<file path="src/rtl/cart_bus_pkg.sv">
`default_nettype none
// ============================================================================
// Module  : cart_bus_pkg
// Brief   : Shared constants, state encoding and address helper for the
//           Bandai 2003 cartridge boot master.
// Rev     : 1.0
// ============================================================================
package cart_bus_pkg;

    localparam logic [7:0] KEY_ACK   = 8'h5A;
    localparam logic [7:0] KEY_NAK   = 8'hA5;
    localparam logic [7:0] ADDR_IDLE = 8'hFF;
    localparam logic [7:0] REG_BASE  = 8'hC0;

    localparam int                   BOOT_BITS    = 18;
    localparam logic [BOOT_BITS-1:0] BOOT_PATTERN = 18'h05140;

    typedef enum logic [3:0] {
        S_IDLE   = 4'd0,
        S_CRST   = 4'd1,
        S_KEY1   = 4'd2,
        S_KEY2   = 4'd3,
        S_SHIFT  = 4'd4,
        S_CHECK  = 4'd5,
        S_READY  = 4'd6,
        S_SETUP  = 4'd7,
        S_STROBE = 4'd8,
        S_HOLD   = 4'd9,
        S_FAIL   = 4'd10
    } cart_state_t;

    function automatic logic [7:0] reg_addr(input logic [1:0] idx);
        return REG_BASE | {6'b0, idx};
    endfunction

endpackage
`default_nettype wire

</file>
<file path="src/rtl/cart_serial_capture.sv">
`default_nettype none
// ============================================================================
// Module  : cart_serial_capture
// Brief   : LSB-first deserializer for the mapper acknowledge stream.
// Rev     : 1.0
// ============================================================================
module cart_serial_capture
    import cart_bus_pkg::*;
(
    input  logic                 clk,
    input  logic                 rst,
    input  logic                 i_clr,
    input  logic                 i_en,
    input  logic                 i_si,
    output logic [BOOT_BITS-1:0] o_cap,
    output logic                 o_done
);

    localparam int c_cnt_w = $clog2(BOOT_BITS + 1);

    logic [BOOT_BITS-1:0] r_cap;
    logic [c_cnt_w-1:0]   r_cnt;

    // Right shift so the first sample ends up in bit 0 after the last one.
    always_ff @(posedge clk) begin
        if (rst || i_clr) begin
            r_cap <= '0;
            r_cnt <= '0;
        end else if (i_en) begin
            r_cap <= {i_si, r_cap[BOOT_BITS-1:1]};
            r_cnt <= r_cnt + c_cnt_w'(1);
        end
    end

    // High during the cycle whose closing edge takes the final sample.
    assign o_done = i_en && (r_cnt == c_cnt_w'(BOOT_BITS - 1));
    assign o_cap  = r_cap;

endmodule
`default_nettype wire

</file>
<file path="src/rtl/cart_boot_master.sv">
`default_nettype none
// ============================================================================
// Module  : cart_boot_master
// Brief   : Resets and unlocks a Bandai 2003 mapper, verifies its serial
//           acknowledge, then serves host accesses to the bank registers.
// Rev     : 1.0
// ============================================================================
module cart_boot_master
    import cart_bus_pkg::*;
#(
    parameter int CRST_CYCLES   = 4,
    parameter int STROBE_CYCLES = 2
) (
    input  logic       CLK,
    input  logic       RST,
    input  logic       start,
    output logic       boot_done,
    output logic       boot_fail,
    input  logic       req_valid,
    output logic       req_ready,
    input  logic       req_we,
    input  logic [1:0] req_reg,
    input  logic [7:0] req_wdata,
    output logic       rsp_valid,
    output logic [7:0] rsp_rdata,
    output logic       CART_RSTn,
    output logic       CEn,
    output logic       SSn,
    output logic       WEn,
    output logic       OEn,
    output logic [7:0] ADDR,
    output logic [7:0] DQ_O,
    output logic       DQ_OE,
    input  logic [7:0] DQ_I,
    input  logic       SI
);

    localparam int c_cnt_max = (CRST_CYCLES > STROBE_CYCLES) ? CRST_CYCLES : STROBE_CYCLES;
    localparam int c_cnt_w   = $clog2(c_cnt_max + 1);
    localparam logic [c_cnt_w-1:0] c_crst_last = c_cnt_w'(CRST_CYCLES - 1);
    localparam logic [c_cnt_w-1:0] c_strb_last = c_cnt_w'(STROBE_CYCLES - 1);

    cart_state_t          r_state;
    logic [c_cnt_w-1:0]   r_cnt;
    logic                 r_we;
    logic                 r_cart_rstn;
    logic                 r_ssn;
    logic                 r_wen;
    logic                 r_oen;
    logic                 r_dq_oe;
    logic [7:0]           r_addr;
    logic [7:0]           r_dq_o;
    logic [7:0]           r_rdata;
    logic                 r_boot_done;
    logic                 r_boot_fail;
    logic                 r_rsp_valid;
    logic [7:0]           r_rsp_rdata;
    logic [BOOT_BITS-1:0] w_cap;
    logic                 w_cap_done;
    logic                 w_req_ready;

    cart_serial_capture u_capture (
        .clk    (CLK),
        .rst    (RST),
        .i_clr  (r_state == S_CRST),
        .i_en   (r_state == S_SHIFT),
        .i_si   (SI),
        .o_cap  (w_cap),
        .o_done (w_cap_done)
    );

    // A reboot request always takes priority over a pending host access.
    assign w_req_ready = (r_state == S_READY) && !start;

    always_ff @(posedge CLK) begin
        if (RST) begin
            r_state     <= S_IDLE;
            r_cnt       <= '0;
            r_we        <= 1'b0;
            r_cart_rstn <= 1'b0;
            r_ssn       <= 1'b1;
            r_wen       <= 1'b1;
            r_oen       <= 1'b1;
            r_dq_oe     <= 1'b0;
            r_addr      <= ADDR_IDLE;
            r_dq_o      <= 8'h00;
            r_rdata     <= 8'h00;
            r_boot_done <= 1'b0;
            r_boot_fail <= 1'b0;
            r_rsp_valid <= 1'b0;
            r_rsp_rdata <= 8'h00;
        end else begin
            r_rsp_valid <= 1'b0;
            case (r_state)
                S_IDLE, S_READY, S_FAIL: begin
                    r_cart_rstn <= 1'b1;
                    if (start) begin
                        r_state     <= S_CRST;
                        r_cart_rstn <= 1'b0;
                        r_cnt       <= '0;
                        r_boot_done <= 1'b0;
                        r_boot_fail <= 1'b0;
                    end else if (w_req_ready && req_valid) begin
                        r_state <= S_SETUP;
                        r_we    <= req_we;
                        r_addr  <= reg_addr(req_reg);
                        r_dq_o  <= req_wdata;
                        r_dq_oe <= req_we;
                    end
                end
                S_CRST: begin
                    if (r_cnt == c_crst_last) begin
                        r_state     <= S_KEY1;
                        r_cart_rstn <= 1'b1;
                        r_addr      <= KEY_ACK;
                    end else begin
                        r_cnt <= r_cnt + c_cnt_w'(1);
                    end
                end
                S_KEY1: begin
                    r_state <= S_KEY2;
                    r_addr  <= KEY_NAK;
                end
                S_KEY2: begin
                    r_state <= S_SHIFT;
                    r_addr  <= ADDR_IDLE;
                end
                S_SHIFT: begin
                    if (w_cap_done) begin
                        r_state <= S_CHECK;
                    end
                end
                S_CHECK: begin
                    if (w_cap == BOOT_PATTERN) begin
                        r_state     <= S_READY;
                        r_boot_done <= 1'b1;
                    end else begin
                        r_state     <= S_FAIL;
                        r_boot_fail <= 1'b1;
                    end
                end
                S_SETUP: begin
                    r_state <= S_STROBE;
                    r_cnt   <= '0;
                    r_ssn   <= 1'b0;
                    r_wen   <= ~r_we;
                    r_oen   <= r_we;
                end
                S_STROBE: begin
                    if (r_cnt == c_strb_last) begin
                        r_state <= S_HOLD;
                        r_ssn   <= 1'b1;
                        r_wen   <= 1'b1;
                        r_oen   <= 1'b1;
                        if (!r_we) begin
                            r_rdata <= DQ_I;
                        end
                    end else begin
                        r_cnt <= r_cnt + c_cnt_w'(1);
                    end
                end
                S_HOLD: begin
                    r_state     <= S_READY;
                    r_rsp_valid <= 1'b1;
                    r_rsp_rdata <= r_we ? 8'h00 : r_rdata;
                    r_addr      <= ADDR_IDLE;
                    r_dq_o      <= 8'h00;
                    r_dq_oe     <= 1'b0;
                end
                default: begin
                    r_state <= S_IDLE;
                end
            endcase
        end
    end

    assign req_ready = w_req_ready;
    assign boot_done = r_boot_done;
    assign boot_fail = r_boot_fail;
    assign rsp_valid = r_rsp_valid;
    assign rsp_rdata = r_rsp_rdata;
    assign CART_RSTn = r_cart_rstn;
    assign CEn       = 1'b1;
    assign SSn       = r_ssn;
    assign WEn       = r_wen;
    assign OEn       = r_oen;
    assign ADDR      = r_addr;
    assign DQ_O      = r_dq_o;
    assign DQ_OE     = r_dq_oe;

endmodule
`default_nettype wire
</file>
<file path="config.mk">
export PLATFORM = sky130hd
export DESIGN_NAME = cart_boot_master
export DESIGN_NICKNAME = d
export VERILOG_FILES = /design/src/rtl/cart_bus_pkg.sv /design/src/rtl/cart_serial_capture.sv /design/src/rtl/cart_boot_master.sv
export SDC_FILE = /design/constraint.sdc
export NUM_CORES = 1
export LEC_CHECK = 0
export ABC_AREA = 1
export ABC_CLOCK_PERIOD_IN_PS = 1300
export CORE_MARGIN = 4
export CORE_UTILIZATION = 48
export CTS_BUF_LIST = sky130_fd_sc_hd__clkbuf_4
export DETAILED_ROUTE_END_ITERATION = 7
export PLACE_DENSITY = 0.78
export SETUP_SLACK_MARGIN = 0.15
export SLEW_MARGIN = 40
export SYNTH_ARGS = -nofsm -noshare
export SYNTH_HDL_FRONTEND = slang
export SYNTH_SLANG_ARGS = --single-unit
</file>
<file path="constraint.sdc">
create_clock -name CLK -period 1.3 [get_ports CLK]
set_input_delay 0.26 -clock CLK [delete_from_list [all_inputs] [get_ports CLK]]
set_output_delay 0.26 -clock CLK [all_outputs]
set_load 0.03 [all_outputs]
</file>
==> results by group, run 1 <==
Run status
  • Status: complete, but fails checks
  • Failing checks: setup timing

Clock tree
  • CTS sink cnt: 69
  • Inserted Clock Buffers: 9
  • CTS tree: built
  • H-tree Lvls: 3
  • Clock latency on the worst-skew pair: 0.44 ns
  • Max clock buf depth: 2
  • Worst-path clk slew: around 0.13 ns
  • Hold Buf Count CTS: 0
  • Root buffer cell: clkbuf_4

Logic synthesis
  • Syn Nets: 424
  • Top FF cell, synth: dfxtp_1
  • Area share of the largest cell type after synthesis: 0.453
  • Ys async rst share: 0
  • Synth top area cells: dfxtp_1 (45%), nand2_1 (11%), a21oi_1 (6.4%), nor2_1 (5.7%), nand3_1 (4.4%)
  • Seq/Total Area, Yosys: 0.453
  • Mapped Avg Cell Area: slightly below 8 sq um
  • FF+latch count, synth: between 60 and 70
  • Gate Count Post-Synth: 395
  • Yosys cell types: 32
  • Area leader, netlist: dfxtp_1
  • YS warnings: 0
  • Post-synthesis cell area: roughly 3000 sq um
  • Number of synthesized flops with an enable pin: 0

Worst setup path
  • Worst flop-to-flop path startpoint: r_state[0]
  • CP arrival: slightly below 2 ns
  • CP delay by family, top: simple AND/OR/NAND/NOR gates
  • WP data required: 1.60 ns
  • Worst reg2reg path depth: 11
  • Cells along the critical path: inv_4 > buf_4 > buf_6 > nand2_8 > inv_4 > nand2_4 > nand2_8 > a21oi_4 > nand2_4 > nand2_2 > nand3_2
  • Critical Path Start Type: register
  • CP Capture Type: register
  • Critical path's slowest cell: dfxtp_4
  • Crit path max fanout: 7
  • Crit Path Class: reg -> reg
  • FF-to-FF setup slack: -0.37 ns
  • Worst reg2reg path endpoint: ADDR[7]
  • Slowest cell delay on critical path: approximately 0.39 ns
  • WP buf/inv: 4

Power and ir drop
  • Pwr Total: 0.00958 W
  • Static Leak: approximately 2.2 nW
  • Pwr dens: about 1800 nW/um^2
  • Peak VDD IR: roughly 1.5 mV

Cells and area
  • Non-Filler Instances: a little over 600
  • Most frequent cells in the layout: buf_6 (57), nand2_1 (44), buf_4 (40)
  • Share of cells above drive strength 1: 0.602
  • Ant. Diodes: 0
  • # fillers: 275
  • Post-route cell area: roughly 5300 sq um
  • Final net count: roughly 550
  • Most common cell after layout, fill and taps aside: buf_6
  • Synth-to-Final Area Change: 72.2%

Global route
  • Grt total ovfl: 0
  • Total GRT Usage: 0.268
  • Largest net degree at the start of global routing: 15
  • Vias in the first global route: between 3000 and 4000
  • First-pass GRT wire length: 16100 um
  • Initial antenna violation count: 0

Detailed routing
  • Vias per cell: about 5.9
  • Routed Antenna Nets: 0
  • Routed WL per cell: 20.5 um
  • Routed vias: ~3500
  • # DRC: 0
  • Total Wirelength: between 10000 and 15000 um
  • Initial detailed-routing violation count: 384
  • DRT Pass-1 Iters: 6

STA
  • Final Skew: roughly 0.03 ns
  • Achievable clock frequency: ~0.6 GHz
  • Final Hold Violating Endpoints: 0
  • Post-route clock period utilization: 1.28
  • Fin crit period: about 1.7 ns
  • Worst Setup Slack, final: -0.367 ns
  • RSZ-0062 raised after global routing: true
  • Slew Limit Fails: 0
  • Final setup fails: just under 70

Placement
  • Number of port buffers: 56
  • Placed Instances: between 500 and 600
  • Post-DP Area: 3940 sq um
  • GP Congestion: 0.907
  • Dpl hpwl: 5670 um

Hold path
  • End of the worst hold path: DQ_O[0]
  • Worst min-delay path class: in -> reg
  • Hold Path Origin: req_wdata[0]
  • Hold Path Cell Cnt: 3

Flow run
  • Max Cap Viol: 0

Floorplan
  • Die area: between 7000 and 8000 sq um
  • Starting Density: 0.504
  • Chip Height: ~88 um
  • Core Rows: 28
  • Die X: around 88 um
  • Ports: between 50 and 60
  • Core area: slightly above 6000 sq um
==> metal layers <==
| layer | part of all wire | vias up | track usage | wire length, um |
|---|---|---|---|---|
| met5 | 0 | - | 0 | 0 |
| met4 | 0.036 | 0 | 0.106 | 441 |
| met3 | 0.074 | 66 | 0.0865 | 915 |
| met2 | 0.51 | 234 | 0.444 | 6300 |
| met1 | 0.38 | 1688 | 0.323 | 4750 |
| li1 | - | 1556 | - | - |
==> synthesized netlist by cell type, types with 2 or more instances <==
cell type	number
a21oi_1	39
a21oi_2	3
a32o_1	8
buf_2	4
buf_4	4
clkbuf_1	3
clkinv_1	2
dfxtp_1	69
ha_1	5
inv_1	29
inv_2	8
nand2_1	88
nand2_2	4
nand2_4	9
nand3_1	27
nand3_2	3
nand4_1	3
nor2_1	46
nor2_2	3
nor2_4	6
nor3_1	2
o21ai_0	19
xor2_1	2
==> area by class of cell <==
cell class,count,area [sq um],share of cell area
Timing Repair Buffer,128,1350,0.257
Multi-Input combinational cell,276,2040,0.389
Clock buffer,9,67.6,0.0129
Clock inverter,7,56.3,0.0107
Timing Repair inverter,1,11.3,0.00214
Inverter,40,191,0.0364
Tap cell,75,93.8,0.0179
Sequential cell,69,1440,0.274
==> logic make-up after synthesis <==
| group | count (synthesis) | share of synthesized area |
|---|---|---|
| and+or+nand+nor | 194 | 0.306 |
| DFF | 69 | 0.453 |
| buffers and inverters | 52 | 0.0738 |
| other | 1 | 0.00123 |
| AOI/OAI and AO/OA | 72 | 0.140 |
| adders and majority gates | 5 | 0.0205 |
| xor gates and xnor gates | 2 | 0.00574 |
==> power breakdown <==
group / internal [W] / leakage [nW] / switching, W
combinational: 0.00232 / 1.54 / 0.00323
sequential: 0.00240 / 0.570 / 0.000289
clock: 0.000416 / 0.0673 / 0.000916
==> stage by stage <==
stage,TNS [ns],worst slack [ns],util,hold WS [ns]
final,-14.41,-0.367,0.867,0.386
after global routing,-16.64,-0.426,0.867,0.396
after CTS,-3.01,-0.321,0.781,0.372
after detailed placement,-10.32,-0.244,0.650,0.445
after global placement,-8.77,-0.218,0.650,0.445
after floorplan,0,0.0353,-,0.401
==> tightest hold or removal path, cell delays in order <==
cell	delay [ns]
clkdlybuf4s50_1	0.41
nand2_1	0.07
a21oi_1	0.05
==> timing repair <==
action	CTS	global route
setup buffers	20	19
cloned	7	0
endpoints found under the setup margin	101	102
resized for setup	276	114
pin swaps	31	44
==> sequential cells by signal, summed over array words and instances (netlist names), 3 cells and up <==
register and flops:
ADDR 6, DQ_O 8, r_cnt 3, r_rdata 8, r_state 4, rsp_rdata 8
u_capture.o_cap 18, u_capture.r_cnt 5
==> worst max-delay path by stage <==
| stage | startpoint | slack, ns | cells past startpoint | to |
|---|---|---|---|---|
| 2_1_floorplan | r_state[0] | 0.04 | 8 | ADDR[4] |
| 3_3_place_gp | req_valid | -0.22 | 6 | ADDR[4] |
| 3_5_place_dp | start | -0.24 | 6 | r_we |
| 4_1_cts | r_state[0] | -0.32 | 5 | req_ready |
| 5_1_grt | r_state[0] | -0.43 | 12 | r_cnt[1] |
| 6_report | r_state[0] | -0.37 | 11 | ADDR[7] |
Note: power is estimated with default switching activity, not from simulation.
==> run 2: changes to the inputs <==
- SETUP_SLACK_MARGIN: 0.15 -> 0.4
==> run 2 against run 1 <==
Net effect:
- the run still ends with setup timing left
- routed wire length shrank 19%
- clock-buffer cell count is the same
- non-clock buffer count shrank 13
==> results by group, run 2 (synthesis results as in run 1) <==
Flow run
  • Max Cap Viol: 0 (unchanged)

Worst setup path
  • CP arrival: 1.32 ns (-0.65 ns)
  • WP data required: 1.04 ns (-0.56 ns)
  • FF-to-FF setup slack: -0.27 ns (+0.10 ns)
  • Crit Path Class: reg -> out
  • Critical Path Start Type: register
  • CP Capture Type: output port
  • Critical path's slowest cell: dfxtp_4
  • Worst reg2reg path depth: 10 (-1)
  • Slowest cell delay on critical path: 0.37 ns (-0.02 ns)
  • Cells along the critical path: inv_6 > nand2_8 > buf_6 > nor3_2 > buf_4
  • Crit path max fanout: 2 (-5)
  • Worst reg2reg path endpoint: r_state[3]
  • Critical path launch point: r_state[3]
  • Worst flop-to-flop path startpoint: r_state[3]
  • Crit path to: req_ready

Clock tree
  • Worst-path clk slew: 0.13 ns (about the same)
  • Clock latency on the worst-skew pair: 0.43 ns (about the same)
  • Max clock buf depth: 2 (unchanged)
  • CTS tree: built
  • Root buffer cell: clkbuf_4
  • CTS sink cnt: 69 (unchanged)
  • Inserted Clock Buffers: 9 (unchanged)
  • Hold Buf Count CTS: 0 (unchanged)
  • H-tree Lvls: 3 (unchanged)

Run status
  • Failing checks: setup timing
  • Status: complete, but fails checks

Global route
  • Initial antenna violation count: 0 (unchanged)
  • Largest net degree at the start of global routing: 22 (+7)
  • Total GRT Usage: 0.250 (-0.0185)
  • Grt total ovfl: 0 (unchanged)
  • First-pass GRT wire length: 14900 um (-7.1%)
  • Vias in the first global route: 3116 (-6.5%)

STA
  • Setup TNS: -9.24 ns (+5.17 ns)
  • Post-route clock period utilization: 1.21 (-0.0704)
  • Final Skew: 0.0138 ns (-0.0154 ns)
  • Achievable clock frequency: 0.635 GHz (+5.8%)
  • Final Hold Violating Endpoints: 0 (unchanged)
  • RSZ-0062 raised after global routing: true
  • Fin crit period: 1.58 ns (-0.0915 ns)
  • Worst Setup Slack, final: -0.276 ns (+0.0915 ns)
  • Final setup fails: 69 (unchanged)
  • Slew Limit Fails: 0 (unchanged)

Detailed routing
  • Routed Antenna Nets: 0 (unchanged)
  • Routed WL per cell: 17.0 um (-17%)
  • Initial detailed-routing violation count: 307 (-20%)
  • Vias per cell: 5.47 (-6.6%)
  • Total Wirelength: 10000 um (-19%)
  • DRT Pass-1 Iters: 6 (unchanged)
  • # DRC: 0 (unchanged)
  • Routed vias: 3239 (-8.6%)

Placement
  • Placed Instances: 546 (+0.55%)
  • Dpl hpwl: 5480 um (-3.3%)
  • Number of port buffers: 56 (unchanged)
  • Placement Setup Slack: -0.275 ns (-0.0313 ns)
  • Post-DP Area: 4020 sq um (+2.0%)
  • GP Congestion: 0.870 (-4.1%)

Floorplan
  • Starting Density: 0.504 (unchanged)
  • Ports: 58 (unchanged)
  • Die X: 87.7 um (unchanged)
  • Core area: 6060 sq um (unchanged)
  • Die area: 7700 sq um (unchanged)
  • Chip Height: 87.7 um (unchanged)
  • Core Rows: 28 (unchanged)

Power and ir drop
  • Pwr dens: 1810 nW/um^2 (-0.61%)
  • Gate power share: 0.513 (-0.067)
  • Static Leak: 1.96 nW (-10%)
  • Switch Pwr: 0.00375 W (-16%)
  • Clock power frac: 0.184 (+0.045)
  • Peak VDD IR: 1.37 mV (-11%)
  • Switching Fraction: 0.428 (-0.0361)
  • Sequential power share: 0.302 (+0.021)
  • Pint: 0.00501 W (-2.4%)

Cells and area
  • Most frequent cells in the layout: nand2_1 (72), buf_6 (47), buf_4 (41)
  • Max reg flops: 18 (unchanged)
  • Final net count: 541 (-2.3%)
  • Ant. Diodes: 0 (unchanged)
  • Post-route cell area: 4840 sq um (-8.0%)
  • Most common cell after layout, fill and taps aside: nand2_1
  • Non-Filler Instances: 592 (-2.1%)
  • Synth-to-Final Area Change: 58.5%
  • Share of cells above drive strength 1: 0.476 (-0.126)

Hold path
  • Worst min-delay path class: in -> reg
run 2: cell count changes in the layout (fill, tap and decap cells not counted), sizes merged:
cell and change:
clkinv +2, buf -14, inv -4, clkbuf +1, bufinv +2
run 2: worst min path at each step:
| stage | to | slack (ns) | from | depth (start not counted) |
|---|---|---|---|---|
| 2_1_floorplan | DQ_O[1] | 0.40 | req_wdata[1] | 2 |
| 3_3_place_gp | SSn | 0.45 | SSn | 2 |
| 3_5_place_dp | rsp_rdata[2] | 0.45 | rsp_rdata[2] | 1 |
| 4_1_cts | DQ_O[5] | 0.36 | req_wdata[5] | 3 |
| 5_1_grt | DQ_O[6] | 0.38 | req_wdata[6] | 3 |
| 6_report | DQ_O[3] | 0.37 | req_wdata[3] | 3 |
run 2: cell type report:
class | instances | area, sq um
inverters | 40 | 183
well taps | 75 | 93.8
fillers | 364 | 1220
clock inverters | 7 | 90.1
repair buffers | 115 | 1150
flip-flops and latches | 69 | 1440
clock buffers | 9 | 67.6
multi-input cells | 276 | 1800
repair inverters | 1 | 11.3
run 2: through the flow:
step                      power (W)  hold slack [ns]   util
final                       0.00876            0.372  0.798
after global routing        0.00922            0.378  0.798
after global placement      0.00583            0.445  0.663
after CTS                   0.00814            0.365  0.757
after floorplan             0.00501            0.401      -
after detailed placement    0.00591            0.453  0.663
run 2: what timing repair did:
action / CTS / global route
pin swaps: 9 / 21
hold endpoints to repair: 0 / 0
resized for setup: 274 / 42
setup buffers: 15 / 10
endpoints found under the setup margin: 102 / 102
gates cloned: 4 / 1
run 2: per-layer routing:
metal | GRT usage | vias to the layer above | part of all wire
li1 | - | 1523 | -
met1 | 0.319 | 1551 | 0.43
met2 | 0.406 | 137 | 0.49
met3 | 0.0706 | 28 | 0.057
met4 | 0.0837 | 0 | 0.029
met5 | 0 | - | 0
run 2: power groups by stage:
stage | clock network [W] | logic [W] | registers (W)
6_report | 0.00161 | 0.00450 | 0.00265
5_1_grt | 0.00171 | 0.00483 | 0.00268
4_1_cts | 0.00159 | 0.00392 | 0.00262
3_5_place_dp | 0 | 0.00326 | 0.00265
3_3_place_gp | 0 | 0.00319 | 0.00264
2_1_floorplan | 0 | 0.00224 | 0.00277
run 2: worst max-delay path: cells and delay by family, from the launching register on:
family,cells,cell delay [ns]
DFF,1,0.37
buffers and inverters,3,0.35
and+or+nand+nor,2,0.17
==> run 3: changes to the inputs <==
- CORE_UTILIZATION: 48 -> 55
- DONT_BUFFER_PORTS: unset -> 1
- PLACE_DENSITY: 0.78 -> 0.73
==> run 3 against run 2 <==
Net effect:
- critical endpoint is now r_state[2]
- clock skew up 0.015 ns
- highest routed layer unchanged
- worst hold slack worse by 0.31 ns
- die area down 12%
- the run still ends with setup timing left
- first-iteration DRC count up 58%
- worst setup slack worse by 0.13 ns
- critical path depth up 6
- flip-flop and latch count unchanged
- clock-buffer cell count unchanged
- non-clock buffer count down 42
- sequential share of layout area up 2.8 points
- clock power down 8%
==> results by group, run 3 (synthesis results as in run 1) <==
STA
  • RSZ-0062 raised after global routing: true
  • Setup TNS: -15.19 ns (-5.94 ns)
  • Final Skew: 0.0291 ns (+0.0153 ns)
  • Achievable clock frequency: 0.586 GHz (-7.7%)
  • Post-route clock period utilization: 1.31 (+0.101)
  • Worst-Margin Slew: 0.547 ns
  • Slew Limit Fails: 0 (unchanged)
  • Hold Slack: 0.0642 ns (-0.308 ns)
  • Rel. slew slack: 0.635
  • Final setup fails: 70 (+1.4%)
  • Fin crit period: 1.71 ns (+0.131 ns)
  • Worst Setup Slack, final: -0.406 ns (-0.131 ns)
  • Final Hold Violating Endpoints: 0 (unchanged)

Cells and area
  • Most frequent cells in the layout: nand2_1 (62), nor2_1 (40), dfxtp_4 (35)
  • Share of cells above drive strength 1: 0.503 (+0.0273)
  • Final core utilization: 0.888 (+0.0903)
  • Max reg flops: 18 (unchanged)
  • Ant. Diodes: 0 (unchanged)
  • Storage element area: 1510 sq um (+5.2%)
  • Multi-input logic area: 1960 sq um (+9.0%)
  • Most common cell after layout, fill and taps aside: nand2_1
  • Synth-to-Final Area Change: 52.5%
  • Post-route cell area: 4650 sq um (-3.8%)
  • Final net count: 499 (-7.8%)
  • Non-Filler Instances: 545 (-7.9%)
  • # fillers: 214 (-41%)

Worst setup path
  • Crit path to: r_state[2]
  • Cells along the critical path: buf_4 > buf_6 > nand2_8 > nor2_4 > clkinv_4 > nand2_4 > buf_4 > nor2_1 > nand3_1 > nand2_1 > a21oi_2
  • CP arrival: 2.09 ns (+0.77 ns)
  • CP delay by family, top: simple AND/OR/NAND/NOR gates
  • Worst path depth: 11 (+6)
  • Crit path max fanout: 4 (+2)
  • Worst flop-to-flop path startpoint: r_state[0]
  • Critical path launch point: r_state[0]
  • WP data required: 1.68 ns (+0.64 ns)
  • Slowest cell delay on critical path: 0.39 ns (+0.02 ns)
  • Crit Path Class: reg -> reg
  • FF-to-FF setup slack: -0.41 ns (-0.14 ns)
  • Critical path's slowest cell: dfxtp_4
  • Top cell by count, worst path: buf_4
  • Critical Path Start Type: register
  • Worst reg2reg path depth: 11 (+1)
  • WP buf/inv: 4 (+1)
  • Worst reg2reg path endpoint: r_state[2]
  • CP Capture Type: register

Floorplan
  • Die X: 82.5 um (-6.0%)
  • Core Rows: 26 (-7.1%)
  • Chip Height: 82.5 um (-6.0%)
  • Core area: 5240 sq um (-14%)
  • Die area: 6800 sq um (-12%)
  • Starting Density: 0.583 (+0.0791)
  • Ports: 58 (unchanged)

Run status
  • Failing checks: setup timing
  • Status: complete, but fails checks

Placement
  • GP Congestion: 0.837 (-3.9%)
  • Number of port buffers: 0 (-100%)
  • Placed Instances: 481 (-12%)
  • Post-DP Area: 3430 sq um (-15%)
  • Dpl hpwl: 5140 um (-6.3%)

Power and ir drop
  • Sequential power share: 0.306 (+0.004)
  • Switch Pwr: 0.00437 W (+17%)
  • Static Leak: 1.77 nW (-9.6%)
  • Pint: 0.00498 W (-0.68%)
  • Switching Fraction: 0.468 (+0.0401)
  • Clock power frac: 0.158 (-0.026)
  • Gate power share: 0.536 (+0.023)
  • Pwr dens: 2010 nW/um^2 (+11%)
  • Peak VDD IR: 1.08 mV (-21%)

Detailed routing
  • DRT Pass-1 Iters: 7 (+1)
  • Vias per cell: 6.33 (+16%)
  • Total Wirelength: 12100 um (+21%)
  • Routed vias: 3448 (+6.5%)
  • # DRC: 0 (unchanged)
  • Initial detailed-routing violation count: 485 (+58%)
  • Routed Antenna Nets: 0 (unchanged)
  • Routed WL per cell: 22.2 um (+31%)

Clock tree
  • Max clock buf depth: 2 (unchanged)
  • Inserted Clock Buffers: 9 (unchanged)
  • Worst-path clk slew: 0.13 ns (about the same)
  • CTS tree: built
  • H-tree Lvls: 3 (unchanged)
  • CTS sink cnt: 69 (unchanged)
  • Root buffer cell: clkbuf_4
  • Clock latency on the worst-skew pair: 0.45 ns (+0.02 ns)

Global route
  • Vias in the first global route: 2958 (-5.1%)
  • Initial antenna violation count: 1 (+1)
  • Total GRT Usage: 0.263 (+0.0136)
  • First-pass GRT wire length: 13500 um (-9.5%)
  • Grt total ovfl: 0 (unchanged)
  • Largest net degree at the start of global routing: 20 (-9.1%)

Hold path
  • Worst min-delay path class: in -> reg

Flow run
  • Max Cap Viol: 0 (unchanged)
run 3: cell types whose count changed in the layout (fill, tap and decap cells not counted), moves of 16 or more:
cell,delta
buf_4,-16
clkdlybuf4s50_1,-23
dlygate4sd3_1,+18
dfxtp_4,+30
dfxtp_2,-30
buf_6,-23
run 3: routing by layer:
| metal | track usage | vias to the layer above | share of wire |
|---|---|---|---|
| li1 | - | 1447 | - |
| met1 | 0.311 | 1606 | 0.36 |
| met2 | 0.429 | 293 | 0.46 |
| met3 | 0.104 | 102 | 0.11 |
| met4 | 0.103 | 0 | 0.071 |
| met5 | 0 | - | 0 |
run 3: power by group through the flow:
stage | combinational, W | sequential [W] | clock, W
2_1_floorplan | 0.00224 | 0.00277 | 0
3_3_place_gp | 0.00280 | 0.00285 | 0
3_5_place_dp | 0.00286 | 0.00286 | 0
4_1_cts | 0.00363 | 0.00281 | 0.00144
5_1_grt | 0.00519 | 0.00288 | 0.00159
6_report | 0.00501 | 0.00286 | 0.00148
run 3: what timing repair did:
action | CTS | global route
hold buffers | 19 | 0
endpoints found under the hold margin | 29 | 0
endpoints found under the setup margin | 102 | 102
setup buffers | 13 | 12
resized for setup | 133 | 68
gates cloned | 3 | 1
pin swaps | 28 | 30
run 3: cell type report:
cell class / count / share of cell area
well taps: 70 / 0.0188
repair inverters: 1 / 0.00242
clock buffers: 9 / 0.0145
repair buffers: 73 / 0.159
clock inverters: 7 / 0.0161
multi-input cells: 276 / 0.422
inverters: 40 / 0.0422
flip-flops and latches: 69 / 0.325
run 3: per-stage QoR:
stage	setup WS [ns]	power, W
global route	-0.395	0.00966
detailed placement	-0.0758	0.00572
CTS	-0.330	0.00788
floorplan	0.0358	0.00501
finish	-0.406	0.00936
global placement	-0.0388	0.00565
run 3: worst min-delay path by stage:
stage | from | end | slack [ns] | cells past startpoint
after floorplan | req_wdata[1] | DQ_O[1] | 0.40 | 2
after global placement | RST | r_cnt[1] | 0.32 | 1
after detailed placement | RST | r_cnt[1] | 0.32 | 1
after CTS | RST | ADDR[0] | 0.06 | 2
after global routing | RST | rsp_rdata[6] | 0.04 | 2
final | RST | rsp_rdata[5] | 0.06 | 2
